[config.mk]
export PLATFORM = sky130hd
export DESIGN_NAME = glitch_filter
export DESIGN_NICKNAME = d
export VERILOG_FILES = /design/src/rtl/glitch_pkg.sv /design/src/rtl/glitch_sync.sv /design/src/rtl/glitch_filter.sv
export SDC_FILE = /design/constraint.sdc
export NUM_CORES = 1
export LEC_CHECK = 0
export CELL_PAD_IN_SITES_DETAIL_PLACEMENT = 1
export CELL_PAD_IN_SITES_GLOBAL_PLACEMENT = 1
export CORE_UTILIZATION = 33
export DETAILED_ROUTE_END_ITERATION = 12
export PLACE_DENSITY_LB_ADDON = 0.1
export SETUP_SLACK_MARGIN = 0.3
export SYNTH_ARGS = -nofsm -noshare
export SYNTH_HDL_FRONTEND = slang
export SYNTH_SLANG_ARGS = --single-unit
[constraint.sdc]
create_clock -name clk -period 1.5 [get_ports clk]
set_clock_uncertainty 0.15 [all_clocks]
set_input_delay 0.3 -clock clk [delete_from_list [all_inputs] [get_ports clk]]
set_output_delay 0.3 -clock clk [all_outputs]
set_load 0.01 [all_outputs]
[src/rtl/glitch_pkg.sv]
// Shared types and default constants for the glitch filter.
//   state_t            : filter FSM state (STABLE, PENDING)
//   STABLE_CYCLES_DEF  : default number of matching samples needed to accept a level
//   CNT_W_DEF          : default width of the glitch event counter
//   RUN_W              : width of the internal run counter
package glitch_pkg;

    typedef enum logic {
        STABLE  = 1'b0,
        PENDING = 1'b1
    } state_t;

    localparam int STABLE_CYCLES_DEF = 4;
    localparam int CNT_W_DEF         = 8;
    localparam int RUN_W             = 8;

endpackage

[src/rtl/glitch_sync.sv]
// Two-flop synchronizer for a single asynchronous level.
//   clk   : sampling clock
//   rst_n : asynchronous active-low reset, both stages reset to 0
//   d     : asynchronous input level
//   q     : synchronized level (second stage)
module glitch_sync (
    input  logic clk,
    input  logic rst_n,
    input  logic d,
    output logic q
);

    logic meta_q;
    logic sync_q;

    always_ff @(posedge clk or negedge rst_n) begin
        if (!rst_n) begin
            meta_q <= 1'b0;
            sync_q <= 1'b0;
        end else begin
            meta_q <= d;
            sync_q <= meta_q;
        end
    end

    assign q = sync_q;

endmodule

[src/rtl/glitch_filter.sv]
// Debounce / glitch filter for an asynchronous level.
// A new level is accepted only after STABLE_CYCLES consecutive synchronized
// samples; shorter excursions are reported as glitches and counted.
//
// Ports:
//   clk        : rising-edge clock
//   rst_n      : asynchronous active-low reset
//   a_in       : raw asynchronous input level
//   clr_cnt    : synchronous clear of glitch_cnt (wins over a same-edge glitch)
//   y          : filtered level (registered)
//   rise, fall : one-cycle pulses when y goes 0->1 / 1->0
//   glitch     : one-cycle pulse when a pending transition is aborted
//   glitch_cnt : saturating glitch counter
//
// Build option: define GLITCH_FILTER_CNT_EN to implement glitch_cnt/clr_cnt;
// otherwise glitch_cnt is tied to 0 and clr_cnt is ignored.
module glitch_filter
    import glitch_pkg::*;
#(
    parameter int STABLE_CYCLES = STABLE_CYCLES_DEF,
    parameter int CNT_W         = CNT_W_DEF
) (
    input  logic             clk,
    input  logic             rst_n,
    input  logic             a_in,
    input  logic             clr_cnt,
    output logic             y,
    output logic             rise,
    output logic             fall,
    output logic             glitch,
    output logic [CNT_W-1:0] glitch_cnt
);

    generate
        if (STABLE_CYCLES < 2 || STABLE_CYCLES > 255) begin : g_bad_stable_cycles
            $error("glitch_filter: STABLE_CYCLES must be in 2..255");
        end
    endgenerate

    localparam logic [RUN_W-1:0] RUN_LAST = RUN_W'(STABLE_CYCLES - 1);

    logic             s;
    state_t           state_q;
    logic [RUN_W-1:0] cnt_q;
    logic             y_q;
    logic             rise_q;
    logic             fall_q;
    logic             glitch_q;
    logic             abort;

    glitch_sync u_sync (
        .clk   (clk),
        .rst_n (rst_n),
        .d     (a_in),
        .q     (s)
    );

    // A pending transition is aborted when the sample falls back to the current level.
    assign abort = (state_q == PENDING) && (s == y_q);

    always_ff @(posedge clk or negedge rst_n) begin
        if (!rst_n) begin
            state_q  <= STABLE;
            cnt_q    <= '0;
            y_q      <= 1'b0;
            rise_q   <= 1'b0;
            fall_q   <= 1'b0;
            glitch_q <= 1'b0;
        end else begin
            rise_q   <= 1'b0;
            fall_q   <= 1'b0;
            glitch_q <= 1'b0;
            case (state_q)
                STABLE: begin
                    if (s != y_q) begin
                        state_q <= PENDING;
                        cnt_q   <= RUN_W'(1);
                    end else begin
                        cnt_q   <= '0;
                    end
                end
                PENDING: begin
                    if (abort) begin
                        state_q  <= STABLE;
                        cnt_q    <= '0;
                        glitch_q <= 1'b1;
                    end else if (cnt_q == RUN_LAST) begin
                        // This sample completes the run: accept the new level.
                        y_q     <= s;
                        rise_q  <= s;
                        fall_q  <= ~s;
                        state_q <= STABLE;
                        cnt_q   <= '0;
                    end else begin
                        cnt_q   <= cnt_q + RUN_W'(1);
                    end
                end
                default: begin
                    state_q <= STABLE;
                    cnt_q   <= '0;
                end
            endcase
        end
    end

`ifdef GLITCH_FILTER_CNT_EN
    logic [CNT_W-1:0] glitch_cnt_q;
    logic [CNT_W-1:0] glitch_cnt_d;

    // Counts on the same edge that raises the glitch pulse, so a clear
    // sampled on that edge suppresses the count.
    always_comb begin
        glitch_cnt_d = glitch_cnt_q;
        if (clr_cnt) begin
            glitch_cnt_d = '0;
        end else if (abort && (glitch_cnt_q != {CNT_W{1'b1}})) begin
            glitch_cnt_d = glitch_cnt_q + CNT_W'(1);
        end
    end

    always_ff @(posedge clk or negedge rst_n) begin
        if (!rst_n) begin
            glitch_cnt_q <= '0;
        end else begin
            glitch_cnt_q <= glitch_cnt_d;
        end
    end

    assign glitch_cnt = glitch_cnt_q;
`else
    logic unused_clr_cnt;
    assign unused_clr_cnt = clr_cnt;
    assign glitch_cnt     = '0;
`endif

    assign y      = y_q;
    assign rise   = rise_q;
    assign fall   = fall_q;
    assign glitch = glitch_q;

endmodule

==> out/metrics.cfg <==
[place]
gp_congestion=0.715
dpl.hpwl_um=1000
port_buffers=6

[global_routing]
first_global_vias=542
grt-ovfl-total=0
grt.total_usage=0.138
grt_pass1_wl_mm=2.50
grt_max_degree=16
antenna_found_initial=0

[final_layout]
layout-drive-gt1-share=0.366
multi_input_area_um2=365
final_nets=100
register_area_um2=375
n_antenna_cell=0
area_delta_synth_final_pct=31.9
fillers=238

[sta]
period_share=1.09
fin_crit_ps=1640
tns_ps=-989
hold_violations=0
fmax_mhz=611
finalMaxSlewViolations=0
setup_slack_ps=-137
rsz0062_at_grt=yes
setup_viol=10

[floorplanning]
die_area_mm2=0.00243
core_mm2=0.00202
die_w_um=49.3
start_util=0.364
rows=16
io_pins=16
die_h_um=49.3

[worst_setup_path]
required_ps=1510
worstPathArrival_ps=1650
worstPathMaxFanout=5
setup.worst_path.end_class=register
critical_path.startpoint_type=register
critPathKind=register to register

[yosys]
synth_top_family_by_area=simple AND/OR/NAND/NOR gates
synthMuxAreaShare=0.0153
netlist.area_leader.share=0.509
yosys-top-cells-area=dfrtp_1, buf_4, a21oi_1
synthArstFlopShare=1.00
postSynthCellCount=69
yosys.cell_count.top_type=dfrtp_1
yosysSeqAreaShare=0.509
ys_types=28
yosys.area.top_type=dfrtp_1
yosys.area_share.simple=0.199
synth_xor_xnor_area_share=0.0475
yosys.area_share.adder=0.0340
mappedNetlistArea_um2=737
yosysWarnings=0
synth_edf_count=0
ys.flop_type=dfrtp_1
synth-seq-cells=15
synthTopCellsByCount=dfrtp_1, buf_4, a21oi_1
synth_compound_area_frac=0.0985
syn_avg_cell_area_um2=10.7

[drt]
routedWlPerCell_um=12.0
drc_errors=0
viasPerCell=4.50
drtPass1Iterations=3
postRouteAntennaNets=0
postRouteWirelength_mm=1.44
drt_iter0_markers=5
vias=540

[power_and_ir_drop]
power.density_mw_per_mm2=1310
ir_worst_vdd_mv=0.849
power_w=0.00127
p_leak_nw=0.445

[clock_network]
cts.reportedPaths.clkPinSlew_ps=80
tritoncts=built
clock_sinks=15
cts-buffers-inserted=3
clk_latency_ps=280
cts_buffer_depth=2
htreeDepth=1
clock-root-buffer=clkbuf_4
postCtsHoldBufs=0

[outcome]
status=complete, but fails checks
violations=negative setup slack

[hold_path]
hold_class=input port to asynchronous set/reset pin

[job]
max-cap-violations=0

[sequential cells by signal, indices dropped and copies added (netlist names)]
signal,cells
glitch,1
fall,1
y,1
state_q,1
rise,1
u_sync.q,1
u_sync.meta_q,1
cnt_q,8
[worst paths after layout]
| kind | end | slack [ps] | cells after the start | startpoint |
|---|---|---|---|---|
| min in group clk | u_sync.q$_DFF_PN0_ | 210 | 0 | u_sync.meta_q$_DFF_PN0_ |
| min reg2reg | u_sync.q$_DFF_PN0_ | 210 | 0 | u_sync.meta_q$_DFF_PN0_ |
| max in group asynchronous | cnt_q[0]$_DFF_PN0_ | 850 | 2 | rst_n |
| max | cnt_q[3]$_DFF_PN0_ | -140 | 4 | cnt_q[0]$_DFF_PN0_ |
| min | cnt_q[6]$_DFF_PN0_ | 180 | 2 | rst_n |
| max reg2reg | cnt_q[3]$_DFF_PN0_ | -140 | 4 | cnt_q[0]$_DFF_PN0_ |
[layer usage]
metal | routed length, um | global-route usage | vias to the layer above
li1 | - | - | 273
met1 | 670 | 0.181 | 251
met2 | 689 | 0.224 | 16
met3 | 76 | 0.0467 | 0
met4 | 0 | 0.0147 | 0
met5 | 0 | 0 | -
[report_power, final]
part	switching [W]	internal (W)
combinational	0.000247	0.000271
clock	0.000122	0.000103
sequential	0.0000557	0.000474
[worst max-delay path, stage by stage, from the launching register on]
cell      delay, ps
dfrtp_1         350
ha_1            160
or4b_4          510
o211ai_4        260
nor2_1           80
[cells in the final DEF, fill, tap and decap left out, types with 2 or more instances in the layout]
| cell | Yosys | routed |
|---|---|---|
| conb_1 | 1 | 8 |
| nor2_1 | 4 | 4 |
| clkbuf_4 | 0 | 3 |
| nand3_1 | 3 | 2 |
| o21ai_0 | 3 | 3 |
| xor2_1 | 3 | 3 |
| nand2_1 | 3 | 3 |
| a21oi_1 | 6 | 6 |
| buf_4 | 8 | 14 |
| buf_6 | 0 | 2 |
| or3_1 | 3 | 3 |
| clkdlybuf4s50_1 | 0 | 2 |
| dfrtp_1 | 15 | 15 |
| buf_2 | 0 | 4 |
| nand4_1 | 2 | 2 |
[timing repair]
| action | 4_1_cts | 5_1_grt |
|---|---|---|
| setup buffers | 4 | 2 |
| pin swaps | 3 | 2 |
| gates cloned | 0 | 0 |
| setup endpoints to repair | 16 | 17 |
| gates resized for setup | 22 | 2 |
[cell families after synthesis]
| kind of cell | count (synthesis) |
|---|---|
| buffers and inverters | 10 |
| AOI/OAI and AO/OA | 12 |
| xor gates and xnor gates | 4 |
| adders and majority gates | 2 |
| other | 1 |
| muxes | 1 |
| and+or+nand+nor | 24 |
| DFF | 15 |
[layout make-up]
cell class	instances	share of cell area
flip-flops and latches	15	0.386
inverters	1	0.00386
well taps	27	0.0347
clock buffers	4	0.0270
multi-input cells	51	0.376
repair buffers	22	0.172
[per-stage QoR]
step	hold slack (ps)	setup WS (ps)	util	cells	cell area, um2
3_3_place_gp	182	-129	0.434	110	877
5_1_grt	182	-225	0.481	120	972
3_5_place_dp	191	-137	0.434	110	877
4_1_cts	183	-144	0.467	118	945
6_report	182	-137	0.481	120	972
2_1_floorplan	-146	-66.1	-	76	773
No activity file was read; power rests on OpenSTA's default activity.
==> RTL change (same flow settings) <==
Build with the macro `GLITCH_FILTER_CNT_EN` defined.
--- a/src/rtl/glitch_filter.sv
+++ b/src/rtl/glitch_filter.sv
@@ -14,6 +14,8 @@
 //
 // Build option: define GLITCH_FILTER_CNT_EN to implement glitch_cnt/clr_cnt;
 // otherwise glitch_cnt is tied to 0 and clr_cnt is ignored.
+`define GLITCH_FILTER_CNT_EN
+
 module glitch_filter
     import glitch_pkg::*;
 #(
Check against the original RTL: not equivalent (Yosys sat finds a counterexample within 10 cycles, from zero or initial values and one cycle with rst_n low).
==> RTL change against the unedited design <==
- routed wire length is 130% higher
- worst setup slack got worse by 240 ps
- critical endpoint is now glitch_cnt[6]$_DFFE_PN0P_
- largest power group is now combinational cells
- count of clock-buffer cells in the layout decreased by 1
- power increased by 80%
- final area is 88% higher
- the flow still finishes with violations (negative setup slack)
- combinational power up 130%
- synthesized area grew 47%
- first-iteration DRC count grew to 5.2 times the old value
- sequential cell count increased by 8
- utilization is 11 points higher
==> RTL change: results (changes against the unedited design) <==
* **post-placement worst setup slack** -403 ps, was -137 ps
* **placed cell count** 179, was 110
* **cell area after layout** 1830 um2, was 972 um2
* **critical path peak fanout** 4, was 5
* **parity-gate share of the synthesized area counting xor and xnor cells** 9.01%, was 4.75%
* **Clock transition at path regs** 140 ps, was 80 ps
* **clock sink count** 23, was 15
* **final setup margin** -376 ps, was -137 ps
* **total wire length** 3270 um, was 1440 um
* **global-route wire length before repair** 5120 um, was 2500 um
* **proportion of synthesized area in mux cells** 3.35%, was 1.53%
* **violation count after the first detailed-route iteration** 26, was 5
* **met2 Resource Use GR** 34.3%, was 22.4%
* **endpoints failing setup** 23, was 10
* **gpl congestion** 0.802, was 0.715
* **clock network latency to the later pin of the worst-skew pair** 310 ps, was 280 ps
* **via count of the first global-routing pass** 1,081, was 542
* **signal buffers share of area** 31.9%, was 17.2%
* **failing checks** negative setup slack, unchanged
* **leakage power summed over all cells** 0.846 nW, was 0.445 nW
* **internal power** 1.51 mW, was 0.848 mW
* **end-of-flow core utilization** 59.4%, was 48.1%
* **stage delay of the slowest cell on the critical path** 450 ps, was 510 ps
* **data arrival at the endpoint of the critical path** 1980 ps, was 1650 ps
* **post-synthesis compound-gate area fraction** 7.62%, was 9.85%
* **area post-placement** 1490 um2, was 877 um2
* **global-route met1 utilization** 24.9%, was 18.1%
* **overall global routing resource usage** 20.2%, was 13.8%
* **met3 track utilization from global routing** 3.49%, was 4.67%
* **seq pwr** 0.792 mW, was 0.529 mW
* **fraction of the yosys area taken by sequential cells** 53.1%, was 50.9%
* **first-pass iteration count of the detailed router** 4, was 3
* **status** complete, but fails checks, unchanged
* **Critical Path End** glitch_cnt[6]$_DFFE_PN0P_, was cnt_q[3]$_DFF_PN0_
* **layout inverter count without the clock tree** 3, was 1
* **via density per instance** 4.86, was 4.50
* **Filler Cells Inserted** 348, was 238
* **detail-routed net length per standard cell** 16.0 um, was 12.0 um
* **cell class contributing the biggest share of worst-path delay** flip-flops, was simple AND/OR/NAND/NOR gates
* **startpoint of the most critical register-to-register path** y$_DFFE_PN0P_, was cnt_q[0]$_DFF_PN0_
* **final total negative setup slack** -5460 ps, was -989 ps
* **worst voltage drop across the vdd grid** 759 uV, was 849 uV
==> RTL change: changes by cell type after synthesis, sizes merged, moves of 3 or more <==
cell | unedited run | this run
buf | 8 | 2
xnor2 | 1 | 5
nand2 | 3 | 6
nor2 | 5 | 15
or3 | 4 | 1
dfrtp | 15 | 23
==> RTL change: how the worst min path moves through the flow <==
stage	cells after the start	start	slack (ps)	to
after floorplan	0	rst_n	-150	cnt_q[0]$_DFF_PN0_
after global placement	0	u_sync.meta_q$_DFF_PN0_	210	u_sync.q$_DFF_PN0_
after detailed placement	0	u_sync.meta_q$_DFF_PN0_	190	u_sync.q$_DFF_PN0_
after CTS	2	rst_n	160	cnt_q[7]$_DFF_PN0_
after global routing	2	rst_n	150	cnt_q[6]$_DFF_PN0_
final	2	rst_n	160	cnt_q[7]$_DFF_PN0_
